File: src/rtl/instruction_fetch_sequencer.sv
// Instruction fetch sequencer: owns the PC, reads the instruction memory and queues words for decode.
// Optional macro MISALIGN_TRAP_EN turns misaligned redirect targets into a sticky fault.
module instruction_fetch_sequencer #(
    parameter logic [31:0] RESET_PC = 32'h0000_0000,
    parameter int          DEPTH    = 2
) (
    input  logic        clk,
    input  logic        rst_n,
    output logic [31:0] im_address,
    input  logic [31:0] im_instruction,
    input  logic        redirect,
    input  logic [31:0] redirect_target,
    output logic        out_valid,
    input  logic        out_ready,
    output logic [31:0] out_instruction,
    output logic [31:0] out_pc_plus4,
    output logic        fault
);

    localparam int AW = (DEPTH > 1) ? $clog2(DEPTH) : 1;
    localparam logic [AW:0] FULL_COUNT = (AW+1)'(DEPTH);

    logic [31:0]   pc_reg, pc_next;
    logic [AW-1:0] wr_ptr_reg, wr_ptr_next;
    logic [AW-1:0] rd_ptr_reg, rd_ptr_next;
    logic [AW:0]   count_reg, count_next;

    logic [31:0]   instr_q [DEPTH];
    logic [31:0]   pcp4_q  [DEPTH];
    logic [DEPTH-1:0] wr_en;

    logic [31:0] pc_plus4;
    logic        pop;
    logic        push;
    logic        redirect_eff;
    logic [31:0] target_eff;
    logic        push_allow;

`ifdef MISALIGN_TRAP_EN
    logic fault_reg, fault_next;

    // Once trapped, the sequencer is dead until reset: no redirects, no fetches.
    assign redirect_eff = redirect && !fault_reg;
    assign target_eff   = redirect_target;
    assign push_allow   = !fault_reg;
    assign fault_next   = fault_reg | (redirect_eff && (redirect_target[1:0] != 2'b00));
    assign fault        = fault_reg;

    always_ff @(posedge clk or negedge rst_n) begin
        if (!rst_n) fault_reg <= 1'b0;
        else        fault_reg <= fault_next;
    end
`else
    assign redirect_eff = redirect;
    assign target_eff   = redirect_target & 32'hFFFF_FFFC;
    assign push_allow   = 1'b1;
    assign fault        = 1'b0;
`endif

    assign im_address = pc_reg;
    assign pc_plus4   = pc_reg + 32'd4;
    assign out_valid  = (count_reg != '0);
    assign pop        = out_valid && out_ready;
    // A full FIFO may still accept the read when the head leaves in the same cycle.
    assign push       = !redirect_eff && push_allow &&
                        ((count_reg != FULL_COUNT) || pop);

    assign out_instruction = instr_q[rd_ptr_reg];
    assign out_pc_plus4    = pcp4_q[rd_ptr_reg];

    for (genvar gi = 0; gi < DEPTH; gi++) begin : g_wr_en
        assign wr_en[gi] = push && (wr_ptr_reg == AW'(gi));
    end

    always_comb begin
        pc_next     = pc_reg;
        wr_ptr_next = wr_ptr_reg;
        rd_ptr_next = rd_ptr_reg;
        count_next  = count_reg;
        if (redirect_eff) begin
            pc_next     = target_eff;
            wr_ptr_next = '0;
            rd_ptr_next = '0;
            count_next  = '0;
        end else begin
            if (push) begin
                pc_next     = pc_plus4;
                wr_ptr_next = wr_ptr_reg + 1'b1;
            end
            if (pop) begin
                rd_ptr_next = rd_ptr_reg + 1'b1;
            end
            case ({push, pop})
                2'b10:   count_next = count_reg + 1'b1;
                2'b01:   count_next = count_reg - 1'b1;
                default: count_next = count_reg;
            endcase
        end
    end

    always_ff @(posedge clk or negedge rst_n) begin
        if (!rst_n) begin
            pc_reg     <= RESET_PC;
            wr_ptr_reg <= '0;
            rd_ptr_reg <= '0;
            count_reg  <= '0;
        end else begin
            pc_reg     <= pc_next;
            wr_ptr_reg <= wr_ptr_next;
            rd_ptr_reg <= rd_ptr_next;
            count_reg  <= count_next;
        end
    end

    // Entries are cleared on reset so the outputs read zero before the first fetch.
    always_ff @(posedge clk or negedge rst_n) begin
        if (!rst_n) begin
            for (int i = 0; i < DEPTH; i++) begin
                instr_q[i] <= '0;
                pcp4_q[i]  <= '0;
            end
        end else begin
            for (int i = 0; i < DEPTH; i++) begin
                if (wr_en[i]) begin
                    instr_q[i] <= im_instruction;
                    pcp4_q[i]  <= pc_plus4;
                end
            end
        end
    end

endmodule
File: config.mk
export PLATFORM = sky130hd
export DESIGN_NAME = instruction_fetch_sequencer
export DESIGN_NICKNAME = d
export VERILOG_FILES = /design/src/rtl/instruction_fetch_sequencer.sv
export SDC_FILE = /design/constraint.sdc
export NUM_CORES = 1
export LEC_CHECK = 0
export CAP_MARGIN = 10
export CELL_PAD_IN_SITES_DETAIL_PLACEMENT = 1
export CELL_PAD_IN_SITES_GLOBAL_PLACEMENT = 2
export CORE_UTILIZATION = 33
export DETAILED_ROUTE_END_ITERATION = 12
export PLACE_DENSITY = 0.92
export SYNTH_ARGS = -nofsm -noshare
export SYNTH_HDL_FRONTEND = slang
export SYNTH_SLANG_ARGS = --single-unit
File: constraint.sdc
create_clock -name clk -period 1.8 [get_ports clk]
set_input_delay 0.36 -clock clk [delete_from_list [all_inputs] [get_ports clk]]
set_output_delay 0.36 -clock clk [all_outputs]
set_load 0.1 [all_outputs]
After elaboration in Yosys (flattened, before gate mapping)
Index checks and enable logic that the tools add are counted.

word-level totals
  output and inout bits = 98
  bits in registers = 164
  input port bits = 68

cells by class
  $lt $le $gt $ge = 1
  equality and inequality tests = 3
  $add $sub $neg = 5
  reduce and logical (&&, ||, !) cells = 10
  bitwise gates (word level) = 2
  muxes and demuxes = 14

operators with widths
  operator                                                             count
  32-bit two-way mux                                                   8
  32-bit by 3-bit adder with 32-bit output (second input constant)     1
  2-bit nonzero test                                                   3
  1-bit logical AND                                                    4
  1-bit two-way mux                                                    4
  2-bit case mux with 2 select lines                                   1
  3-bit nonzero test                                                   1
  1-bit adder (second input constant)                                  2
  2-bit by 1-bit adder with 2-bit output (second input constant)       1
  2-bit by 1-bit == test with 1-bit output (second input constant)     1
  2-bit == test (second input constant)                                1
  2-bit >= comparator (second input constant)                          1
  2-bit two-way mux                                                    1
  2-bit inequality test (second input constant)                        1
  1-bit NOT with 2-bit output                                          1
  2-bit by 1-bit subtractor with 2-bit output (second input constant)  1
  1-bit logical NOT                                                    1
  1-bit logical OR                                                     1
  1-bit NOT                                                            1

Depth between registers and ports, before layout
  word-level depth = 7
  gate-level depth with buffers = 7
  gate-level depth less buffers = 6

Worst setup path before layout
Ideal clock, no wire load.

  path type = register -> register
  start point = register pc_reg[2], in the netlist im_address[2]
  end point = register pc_reg[26], in the netlist im_address[26]
  arrival time = 2404 ps
  cell stages (with the launch flop) = 8
  slack = -681 ps
  period minus slack after synthesis = 2481 ps
  required time = 1723 ps
  cells stage by stage = dfrtp_1 -> ha_1 -> nand4_4 -> nor3_2 -> buf_2 -> nand4_1 -> xor2_1 -> o21ai_1

on the way
  longest elaborated chain between the ends = 3

ends and longest elaborated chain
  what                                      RTL line  source
  from (decl)                               23        logic [31:0] pc_reg, pc_next;
  from (signal assigned)                    108       pc_reg <= pc_next;
  32-bit by 3-bit adder with 32-bit output  61        assign pc_plus4 = pc_reg + 32'd4;
  32-bit two-way mux                        86        if (push) begin
  32-bit two-way mux                        80        if (redirect_eff) begin

No other way between the ends. The select of a mux whose other input is x is not followed.
A chain may end at the register's enable or synchronous reset.

Worst setup path after layout
  start point = register rd_ptr_reg
  end point = output port out_pc_plus4[28]

on the way
  longest elaborated chain between the ends = 4

ends and longest elaborated chain
  what                                                   RTL line  source
  from (decl)                                            25        logic [AW-1:0] rd_ptr_reg, rd_ptr_next;
  from (signal assigned)                                 110       rd_ptr_reg <= rd_ptr_next;
  1-bit NOT with 2-bit output (implied by the code)      69        assign out_pc_plus4 = pcp4_q[rd_ptr_reg];
  32-bit two-way mux (implied by the code) (3 in a row)  69
  to (decl)                                              16        output logic [31:0] out_pc_plus4,

No other way between the ends. The select of a mux whose other input is x is not followed.

==> metrics.csv <==
metric;value;unit
via_per_inst;5.12;
grt_pass1_wl;35.8;mm
synthAdderAreaFrac;0.00163;
whs;0.215;ns
routed_wl;24.5;mm
cp_cell_sequence;buf_6 > clkbuf_16 > mux2_4 > buf_12;
timing.critical_path.buf_inv;3;
worstSetupStartpointType;register;
stdcell_area;0.0123;mm^2
gp_congestion;0.800;
ys_seq_area_frac;0.515;
reg2reg_depth;7;
grt_usage;0.193;
remaining_drc_errors;0;
start_util;0.338;
synth.distinct_cells;38;
cts_made_buffers;17;
first_global_vias;6397;
synth-edff-count;0;
insertion_delay;0.42;ns
worst_pin_slew;0.518;ns
hp-class;in2reg;
synth_compound_area_frac;0.0554;
fmax;0.486;GHz
drt_pass1_iterations;4;
intPower;10.0;mW
utilization;0.543;
drv_cap;0;
finalPower;17.4;mW
worst_clock_skew;0.0118;ns
powerDensity;1410;mW/mm^2
synth_top_area_frac;0.515;
synthFlopType;dfrtp_1;
die_w;155;um
m1WireLength;10.4;mm
yosys-top-cells-area;dfrtp_1 52%, mux2_2 19%, xor2_1 4.6%;
cts_tree;built;
htree_levels;4;
max_stage_delay;0.44;ns
num_vias;6042;
p_sw;7.34;mW
layout_commonest_cell;dfrtp_1;
netlist_area;0.00767;mm^2
violations;setup timing;
dieArea;0.0239;mm^2
relSlewSlack;0.654;
yosysTopAreaCell;dfrtp_1;
period_needed;2.06;ns
layout_common_cells;130 x dfrtp_1, 103 x buf_12, 80 x nand2_1;
power_frac_seq;0.283;
yosys_warnings;0;
clock_power_share;0.219;
ir_drop;600;uV
wl_met3;987;um
antenna_found_initial;0;
synth_xor_area_frac;0.0685;
postRouteAntennaNets;0;
grt.overflow.total;0;
synthArstFlopShare;1.00;
wl_met2;12.7;mm
io_buffers;158;
finalSetupViolCount;78;
grt_max_degree;62;
critPathKind;reg2out;
core-area;0.0227;mm^2
dp_hpwl;15.2;mm
drv_slew;0;
min_period_over_period;1.14;
regMostFlops;instr_q;
wire_per_inst;20.8;um
rsz0062_at_grt;yes;
slowest_stage;dfrtp_2;
cp_top_family;buffers and inverters;
antennaDiodeCount;0;
synth_cells;683;
synth-simple-area-share;0.129;
highest_layer;met4;
power_leakage;5.18;nW
clock-root-buffer;clkbuf_16;
post-place-ws;-0.428;ns
finalNetCount;953;
drive_gt1_frac;0.438;
synth.avg_cell_area;11.2;um^2
nFillCells;2265;
clk_path_buf_depth;2;
drt_iter0_markers;177;
die_y;155;um
reg2reg_slack;-0.02;ns
clock_sinks;158;
ios;166;
syn_to_final_growth;60.6;%
rows;55;
hold_path_depth;2;
largest_reg_flops;64;
cp.arrival;1.70;ns
ys_seq_elements;158;
status;finished with violations;
required;1.44;ns
synthMuxAreaShare;0.195;
synth_top_family_by_area;multiplexers;
crit_cells;4;
setup_ws;-0.258;ns
place_area;0.0109;mm^2
path_clk_slew;0.06;ns
crit_fanout;10;
sw_frac_of_total;0.423;
hold_viol;0;
cp-end-kind;output pin;
p_comb_frac;0.499;
## worst paths after layout
kind                               from               end
setup / recovery             rd_ptr_reg  out_pc_plus4[28]
hold / removal                 redirect        rd_ptr_reg
setup reg to reg           count_reg[1]       instr_q[30]
hold reg to reg              pcp4_q[48]        pcp4_q[48]
max in group asynchronous         rst_n        rd_ptr_reg
min in group asynchronous         rst_n       instr_q[33]
## logic make-up (layout without fill, tap and decap cells)
group	Yosys count	in the layout
DFF	158	158
buffers and inverters	59	268
muxes	133	133
other	1	5
adders and majority gates	1	1
AOI/OAI and AO/OA	85	85
and+or+nand+nor	186	186
xor gates and xnor gates	60	60
## worst reg2reg max path, stage by stage, from the launching register on
cell	delay [ns]
dfrtp_1	0.41
nor3b_4	0.18
buf_6	0.14
nor3b_4	0.20
buf_4	0.15
clkbuf_16	0.16
buf_12	0.15
mux2_4	0.31
## per-stage QoR
stage	std cells	TNS, ns
6_report	1181	-14.43
5_1_grt	1181	-18.66
4_1_cts	1159	-14.97
3_5_place_dp	1121	-49.28
3_3_place_gp	1121	-40.39
2_1_floorplan	687	-1.72
## layer usage
| layer | GRT usage | vias up |
|---|---|---|
| met1 | 0.247 | 3095 |
| met5 | 0 | - |
| li1 | - | 2729 |
| met3 | 0.0353 | 33 |
| met2 | 0.339 | 185 |
| met4 | 0.0462 | 0 |
## power groups by stage
stage	Combinational [mW]	Clock [mW]	Sequential, mW
6_report	8.66	3.80	4.91
5_1_grt	8.95	4.02	5.00
4_1_cts	8.32	3.86	4.87
3_5_place_dp	8.06	0	4.92
3_3_place_gp	7.95	0	4.85
2_1_floorplan	4.79	0	5.21
## synthesized netlist by cell type, types with 6 or more instances
| master | n |
|---|---|
| clkbuf_1 | 23 |
| nand2_1 | 80 |
| a21oi_1 | 28 |
| o21ai_1 | 10 |
| buf_4 | 6 |
| nor2_1 | 39 |
| o21ai_0 | 47 |
| xor2_1 | 40 |
| xnor2_1 | 20 |
| nand3_1 | 16 |
| buf_2 | 18 |
| dfrtp_1 | 158 |
| mux2_2 | 131 |
| nand4_1 | 14 |
## cell type report
cell class,count,area [um^2],area share
Clock buffer,17,425,0.0345
Clock inverter,14,184,0.0149
Inverter,4,15.0,0.00122
Multi-Input combinational cell,470,3890,0.315
Sequential cell,158,4040,0.328
Tap cell,285,357,0.0289
Timing Repair Buffer,233,3420,0.277
## what timing repair did
action | CTS | global route
setup endpoints to repair | 65 | 141
hold buffers | 1 | 0
pin swaps | 0 | 8
gates resized for setup | 32 | 60
endpoints found under the hold margin | 32 | 0
buffers inserted | 3 | 14
cloned | 3 | 8
Power figures use the tool's default switching activity.
